### config.mk
export PLATFORM = sky130hd
export DESIGN_NAME = regfile_writeback
export DESIGN_NICKNAME = d
export VERILOG_FILES = /design/src/rtl/regfile_writeback.sv
export SDC_FILE = /design/constraint.sdc
export NUM_CORES = 1
export LEC_CHECK = 0
export ABC_AREA = 1
export BUFFER_PORTS_ARGS = -buffer_cell sky130_fd_sc_hd__buf_2
export CAP_MARGIN = 10
export CORE_MARGIN = 2
export CORE_UTILIZATION = 51
export CTS_BUF_LIST = sky130_fd_sc_hd__clkbuf_8
export CTS_CLUSTER_DIAMETER = 150
export CTS_CLUSTER_SIZE = 28
export DETAILED_ROUTE_END_ITERATION = 16
export PLACE_DENSITY = 0.8
export SLEW_MARGIN = 20
export SYNTH_ARGS = -nofsm -noshare
export SYNTH_HDL_FRONTEND = slang
export SYNTH_SLANG_ARGS = --single-unit
export TNS_END_PERCENT = 20
### constraint.sdc
create_clock -name clk -period 2.9 [get_ports clk]
set_input_delay 0.145 -clock clk [delete_from_list [all_inputs] [get_ports clk]]
set_output_delay 0.145 -clock clk [all_outputs]
set_load 0.005 [all_outputs]
### src/rtl/regfile_writeback.sv
// Write-side master for the integer register file: merges ALU and load results onto one write port,
// buffers ALU-blocked loads in a small FIFO, and keeps a busy scoreboard. Optional macro: RFWB_FWD_EN.
module regfile_writeback #(
  parameter int unsigned W     = 32,
  parameter int unsigned N     = 32,
  parameter int unsigned DEPTH = 2
) (
  input  logic         clk,
  input  logic         nrst,
  input  logic         iss_valid,
  input  logic [4:0]   iss_rd,
  input  logic         alu_valid,
  input  logic [4:0]   alu_rd,
  input  logic [W-1:0] alu_data,
  input  logic         mem_valid,
  output logic         mem_ready,
  input  logic [4:0]   mem_rd,
  input  logic [W-1:0] mem_data,
  output logic         wen,
  output logic [4:0]   wadd,
  output logic [W-1:0] wdata,
  output logic [N-1:0] busy
`ifdef RFWB_FWD_EN
  ,
  input  logic [4:0]   fwd_radd1,
  input  logic [4:0]   fwd_radd2,
  output logic         fwd1_hit,
  output logic         fwd2_hit
`endif
);

  localparam int unsigned CW = $clog2(DEPTH + 1);
  localparam int unsigned PW = (DEPTH > 1) ? $clog2(DEPTH) : 1;

  logic [4:0]    r_fifo_rd   [DEPTH];
  logic [W-1:0]  r_fifo_data [DEPTH];
  logic [PW-1:0] r_wr_ptr;
  logic [PW-1:0] r_rd_ptr;
  logic [CW-1:0] r_count;

  logic          r_wen;
  logic [4:0]    r_wadd;
  logic [W-1:0]  r_wdata;
  logic [N-1:0]  r_busy;

  logic          w_alu_v;
  logic          w_mem_v;
  logic          w_empty;
  logic          w_push;
  logic          w_pop;
  logic          w_wen_nxt;
  logic [4:0]    w_wadd_nxt;
  logic [W-1:0]  w_wdata_nxt;
  logic [N-1:0]  w_busy_nxt;

  function automatic logic [PW-1:0] f_inc(input logic [PW-1:0] p);
    return (p == PW'(DEPTH - 1)) ? '0 : p + PW'(1);
  endfunction

  // Results targeting r0 are accepted but treated as if no source were valid.
  assign mem_ready = (r_count < CW'(DEPTH));
  assign w_alu_v   = alu_valid & (alu_rd != 5'd0);
  assign w_mem_v   = mem_valid & mem_ready & (mem_rd != 5'd0);
  assign w_empty   = (r_count == '0);

  always_comb begin
    w_wen_nxt   = 1'b0;
    w_wadd_nxt  = r_wadd;
    w_wdata_nxt = r_wdata;
    w_pop       = 1'b0;
    if (w_alu_v) begin
      w_wen_nxt   = 1'b1;
      w_wadd_nxt  = alu_rd;
      w_wdata_nxt = alu_data;
    end else if (!w_empty) begin
      w_pop       = 1'b1;
      w_wen_nxt   = 1'b1;
      w_wadd_nxt  = r_fifo_rd[r_rd_ptr];
      w_wdata_nxt = r_fifo_data[r_rd_ptr];
    end else if (w_mem_v) begin
      w_wen_nxt   = 1'b1;
      w_wadd_nxt  = mem_rd;
      w_wdata_nxt = mem_data;
    end
    w_push = w_mem_v & (w_alu_v | !w_empty);
  end

  always_comb begin
    w_busy_nxt = r_busy;
    if (r_wen) w_busy_nxt[r_wadd] = 1'b0;
    if (iss_valid && (iss_rd != 5'd0)) w_busy_nxt[iss_rd] = 1'b1;
    w_busy_nxt[0] = 1'b0;
  end

  always_ff @(posedge clk) begin
    if (w_push) begin
      r_fifo_rd[r_wr_ptr]   <= mem_rd;
      r_fifo_data[r_wr_ptr] <= mem_data;
    end
  end

  always_ff @(posedge clk or negedge nrst) begin
    if (!nrst) begin
      r_wr_ptr <= '0;
      r_rd_ptr <= '0;
      r_count  <= '0;
      r_wen    <= 1'b0;
      r_wadd   <= '0;
      r_wdata  <= '0;
      r_busy   <= '0;
    end else begin
      if (w_push) r_wr_ptr <= f_inc(r_wr_ptr);
      if (w_pop)  r_rd_ptr <= f_inc(r_rd_ptr);
      if (w_push && !w_pop)      r_count <= r_count + CW'(1);
      else if (w_pop && !w_push) r_count <= r_count - CW'(1);
      r_wen   <= w_wen_nxt;
      r_wadd  <= w_wadd_nxt;
      r_wdata <= w_wdata_nxt;
      r_busy  <= w_busy_nxt;
    end
  end

  assign wen   = r_wen;
  assign wadd  = r_wadd;
  assign wdata = r_wdata;
  assign busy  = r_busy;

`ifdef RFWB_FWD_EN
  assign fwd1_hit = r_wen & (r_wadd == fwd_radd1) & (r_wadd != 5'd0);
  assign fwd2_hit = r_wen & (r_wadd == fwd_radd2) & (r_wadd != 5'd0);
`endif

endmodule

## Yosys cells after proc, flatten, opt, wreduce, memory -nomap -nowiden

Memory sizes are Yosys's and may differ from the RTL's.
Cells that the tools add are included.

| storage, ports and cells | value |
|---|---|
| output and inout port bits | 71 |
| logic and storage cells | 63 |
| RAM bits | 74 |
| flip-flop bits (word level) | 73 |
| memories kept | 2 |

| operators by class | value |
|---|---|
| magnitude comparators | 5 |
| equality and inequality tests | 1 |
| reduce and logical (&&, ||, !) cells | 13 |
| add/sub/neg operators | 4 |
| multiplexer cells | 23 |
| bitwise gates (word level) | 8 |

Memories:

| name | depth | bits a word | rd ports | clocked after Yosys merged registers in | wr ports | RTL line | source |
|---|---|---|---|---|---|---|---|
| r_fifo_data | 2 | 32 | 1 | 0 | 1 | 36 | `logic [W-1:0] r_fifo_data [DEPTH];` |
| r_fifo_rd | 2 | 5 | 1 | 0 | 1 | 35 | `logic [4:0] r_fifo_rd [DEPTH];` |

Operators by type and width:

| operator | number |
|---|---|
| 32-bit two-way mux | 5 |
| 32-bit AND | 1 |
| 32-bit inverter | 1 |
| 32-bit OR | 1 |
| 5-bit two-way mux | 3 |
| 5-bit nonzero test | 3 |
| 5-bit by 6-bit < comparator with 1-bit output (second input constant) | 2 |
| 1-bit two-way mux | 11 |
| 1-bit demux with 5-bit select | 2 |
| 5-bit by 1-bit >= comparator with 1-bit output (second input constant) | 2 |
| 1-bit logical AND | 5 |
| 1-bit AND | 4 |
| 2-bit two-way mux | 2 |
| 1-bit logical NOT | 3 |
| 3-bit inequality test (second input constant) | 1 |
| 1-bit adder (second input constant) | 2 |
| 2-bit by 1-bit adder with 2-bit output (second input constant) | 1 |
| 2-bit logical NOT | 1 |
| 2-bit < comparator (second input constant) | 1 |
| 2-bit nonzero test | 1 |
| 2-bit by 1-bit subtractor with 2-bit output (second input constant) | 1 |
| 1-bit OR | 1 |

## Longest topological paths before layout

| logic depth | value |
|---|---|
| word-level depth | 9 |
| gate-level depth with buffers | 11 |

## Least setup slack after synthesis

No wires, ideal clock.

| path | value |
|---|---|
| path kind | register to register |
| from | reg r_count[1] |
| to | mem r_fifo_data[1][0], enable pin |
| stages on the path, launching flop included | 7 |
| path slack | 0.003 ns |
| arrival | 2.465 ns |
| period minus slack after synthesis | 2.897 ns |
| buffers on the path | 1 |
| cells stage by stage | dfrtp_1 nor2_1 nand2_1 buf_2 inv_2 nand2_1 nor2_1 |

| on the way | value |
|---|---|
| longest elaborated chain between the ends | 6 |
| elaborated cells on any way between the ends | 9 |
| classes of those cells | order compare: 1; mux: 2; bitwise: 4; reduce/logical: 2 |

Ends and longest elaborated chain:

| element | RTL line | source |
|---|---|---|
| from (decl) | 39 | `logic [CW-1:0] r_count;` |
| from (signal assigned) | 114 | `if (w_push && !w_pop) r_count <= r_count + CW'(1);` |
| from (signal assigned) | 115 | `else if (w_pop && !w_push) r_count <= r_count - CW'(1);` |
| 2-bit < comparator / 2-bit logical NOT (equally long branches) | 61, 64 |  |
| 1-bit AND / 1-bit logical NOT (equally long branches) | 63, 85 |  |
| 1-bit AND / 1-bit OR (equally long branches) | 63, 85 |  |
| 1-bit AND * | 85 | `w_push = w_mem_v & (w_alu_v \| !w_empty);` |
| 1-bit two-way mux * | 96 | `if (w_push) begin` |
| 1-bit two-way mux (implied by the code) * | 98 | `r_fifo_data[r_wr_ptr] <= mem_data;` |
| to (decl) | 36 |  |

Mark *: on every way between the ends. The rest lies on a longest branch, timed or not.

## Worst setup path in the final report

| path | value |
|---|---|
| from | in mem_rd[1] |
| to | reg r_count[1] |

| on the way | value |
|---|---|
| longest elaborated chain between the ends | 6 |
| elaborated cells on any way between the ends | 8 |
| classes of those cells | mux: 1; bitwise: 2; reduce/logical: 5 |

Ends and longest elaborated chain:

| element | RTL line | source |
|---|---|---|
| from (decl) | 17 | `input logic [4:0] mem_rd,` |
| 5-bit nonzero test * | 63 | `assign w_mem_v = mem_valid & mem_ready & (mem_rd != 5'd0);` |
| 1-bit AND * | 63 |  |
| 1-bit AND * | 85 |  |
| named net w_push | 49 | `logic w_push;` |
| 1-bit logical NOT | 115 |  |
| 1-bit logical AND | 115 |  |
| 2-bit nonzero test (no line) | - |  |

The timed path passes the listed nets; every way through them passes the cells marked *.
A chain may end at the register's enable or synchronous reset.

==> results.py <==
metrics = {
    "floorplan": {
        "fp.dieArea_um2": 14400,
        "coreArea_um2": 13200,
        "initial_utilization_pct": 52.1,
        "die_h_um": 120,
        "ioPinCount": 155,
        "fp.dieW_um": 120,
        "row_count": 42,
    },
    "job": {
        "drv_cap": 0,
    },
    "finish": {
        "drive_gt1_share_pct": 21.5,
        "num_antenna_cells": 0,
        "fillerInstances": 1135,
        "utilization_pct": 64.4,
        "areaGrowthSynthToFinish_pct": 23.5,
        "layout.nets": 1048,
    },
    "yosys": {
        "synthTopCellsByCount": "385 x nand2_1, 74 x edfxtp_1, 73 x dfrtp_1",
        "syn_area_um2": 6870,
        "synth_top_area_share_pct": 32.3,
        "syn-num-nets": 869,
        "seq_area_frac_synth_pct": 58.9,
        "synth-seq-cells": 147,
        "synth.area.top_cells": "edfxtp_1 32%, dfrtp_1 27%, nand2_1 21%",
        "syn_area_per_cell_um2": 8.77,
        "ys.flop_type": "edfxtp_1",
        "async_flop_share_pct": 49.7,
        "yosys_warnings": 0,
        "synth_edf_count": 74,
        "yosysTopAreaCell": "edfxtp_1",
        "syn_inst": 784,
        "synthMostInstantiatedCell": "nand2_1",
        "ys_types": 27,
    },
    "routing": {
        "vias": 6136,
        "dr_wl_met3_mm": 1.42,
        "routed-wl-met2_mm": 8.58,
        "drt_iter0_markers": 776,
        "top_layer_used": "met4",
        "vias_per_cell": 5.33,
        "ant_nets": 0,
        "avgRoutedWirePerCell_um": 15.9,
        "wl_mm": 18.4,
        "first_pass_iters": 5,
        "drc": 0,
        "wl_met1_mm": 7.91,
    },
    "power": {
        "netSwitchingFraction_pct": 38.8,
        "p_leak_nw": 4.15,
        "pwr-share-seq_pct": 41.5,
        "ir_worst_vdd_v": 0.000539,
        "p_int_mw": 4.83,
        "p_clk_share_pct": 21.0,
        "p_per_area_nw_per_um2": 930,
        "p_sw_mw": 3.06,
        "p_comb_share_pct": 37.4,
    },
    "timing": {
        "finalSetupViolCount": 0,
        "final_max_slew_viol_count": 0,
        "tightest_slew_ns": 0.950,
        "fin_crit_ns": 2.23,
        "skew_ns": 0.0108,
        "finalCritPeriodShare_pct": 76.9,
        "max_slew_margin_pct": 36.7,
        "hold_viol_final": 0,
        "fmax_ghz": 0.449,
        "rsz0062_at_grt": "false",
        "tns_ns": 0,
    },
    "worst_hold_path": {
        "hold_end": "wdata[31]$_DFFE_PN0P_",
        "min_path_type": "in -> reg",
        "hold_path.startpoint": "alu_data[31]",
        "holdPathStages": 5,
    },
    "worst_setup_path": {
        "worstPathArrival_ns": 2.55,
        "crit_path_start_kind": "primary input",
        "r2r-start": "r_count[0]$_DFFE_PN0P_",
        "r2r_end": "r_count[1]$_DFFE_PN0P_",
        "path_class": "in -> reg",
        "end_kind": "register",
        "reg2reg_slack_ns": 0.80,
        "r2r_cells": 9,
        "critPathMaxFanout": 17,
        "worst_ep_required_time_ns": 3.23,
    },
    "clock_tree": {
        "numClockSinks": 147,
        "cts_buffers": 17,
        "clock_latency_ns": 0.45,
        "clockBufferDepth": 2,
        "cts_tree": "done",
        "h-tree-depth": 4,
        "path_clk_slew_ns": 0.08,
        "cts_resized": 0,
        "root_buffer": "clkbuf_8",
    },
    "grt": {
        "grt_antenna_before_repair": 0,
        "grt_usage_pct": 26.4,
        "grt_max_degree": 74,
        "grt_overflow": 0,
        "grt_pass1_wl_mm": 29.3,
        "grt_pass1_vias": 5922,
    },
    "placed_design": {
        "portBuffers": 153,
        "routabilityCongestion": 0.906,
        "hpwlAfterDp_mm": 11.8,
    },
    "status": {
        "status": "finished, final reports clean",
    },
}
cell families (layout without fill, tap and decap cells):
group | after synthesis | after routing | share of synthesized area (%)
AO/OA/AOI/OAI | 63 | 63 | 4.59
flip-flops | 147 | 147 | 58.9
XOR/XNOR | 3 | 3 | 0.382
adder cells (fa/ha/maj) | 1 | 1 | 0.182
other | 1 | 1 | 0.0546
AND/OR/NAND/NOR | 498 | 498 | 30.3
buffers and inverters | 71 | 263 | 5.57
what timing repair did:
item | CTS | global route
setup buffers | 0 | 0
hold buffers | 40 | 0
hold endpoints to repair | 149 | 0
layer usage:
metal,track usage (%),vias to the layer above
met5,0,-
met4,10.6,0
met3,6.08,35
met2,41.2,282
met1,36.0,2879
li1,-,2940
sequential cells by signal (all words and copies together), names as in the netlist:
name	count
r_fifo_data	64
wdata	32
busy	31
r_fifo_rd	10
wadd	5
r_count	2
r_rd_ptr	1
r_wr_ptr	1
wen	1
worst max-delay path, cell delays in order:
cell	delay (ns)
dlygate4sd3_1	0.54
buf_2	0.14
nor2_1	0.09
nand3b_1	0.14
nand2_1	0.48
inv_2	0.07
nand2_1	0.18
inv_2	0.05
ha_1	0.32
a21oi_1	0.11
o21ai_0	0.11
xor2_1	0.15
stage by stage:
stage	power (mW)	std cells	cell area, um^2	worst slack, ns	hold slack [ns]
2_1_floorplan	5.11	784	6870	0.00347	-0.151
3_5_place_dp	6.19	1080	7680	0.800	0.351
4_1_cts	7.90	1152	8490	0.728	0.00192
5_1_grt	8.47	1152	8490	0.517	0.0361
3_3_place_gp	6.11	1080	7680	0.864	0.349
6_report	7.89	1152	8490	0.671	0.0294
cell type report:
cell class / count / area (um^2) / area share [%]
inverter: 25 / 93.8 / 1.11
multi-input combinational: 566 / 2450 / 28.8
clock inverter: 12 / 138 / 1.62
sequential: 147 / 4050 / 47.7
tap: 176 / 220 / 2.59
clock buffer: 20 / 275 / 3.24
timing repair buffer: 206 / 1270 / 14.9
layout by cell type (no fill, tap or decap), drive strengths merged:
cell	n
nand2	386
buf	166
edfxtp	74
dfrtp	73
o21ai	62
nand3	56
dlygate4sd3	40
nand4	39
inv	28
clkbuf	20
nor2	9
nor3	6
clkinv	6
bufinv	3
nand3b	2
xor2	2
xnor2	1
a21oi	1
ha	1
conb	1
power groups by stage:
stage / Combinational, mW / Sequential, mW / Clock, mW
finish: 2.95 / 3.28 / 1.66
detailed placement: 2.90 / 3.29 / 0
floorplan: 1.84 / 3.27 / 0
CTS: 2.96 / 3.27 / 1.68
global route: 3.37 / 3.34 / 1.77
global placement: 2.81 / 3.29 / 0
how the worst max path moves through the flow:
stage,start,to,slack [ns]
after global routing,mem_rd[1],r_count[1]$_DFFE_PN0P_,0.52
after global placement,r_count[0]$_DFFE_PN0P_,r_count[1]$_DFFE_PN0P_,0.86
after CTS,mem_rd[1],r_count[1]$_DFFE_PN0P_,0.73
after floorplan,r_count[1]$_DFFE_PN0P_,r_fifo_data[1][0]$_DFFE_PP_,0.003
final,mem_rd[1],r_count[1]$_DFFE_PN0P_,0.67
after detailed placement,mem_rd[3],r_count[1]$_DFFE_PN0P_,0.80
(Power assumes the default switching activity.)
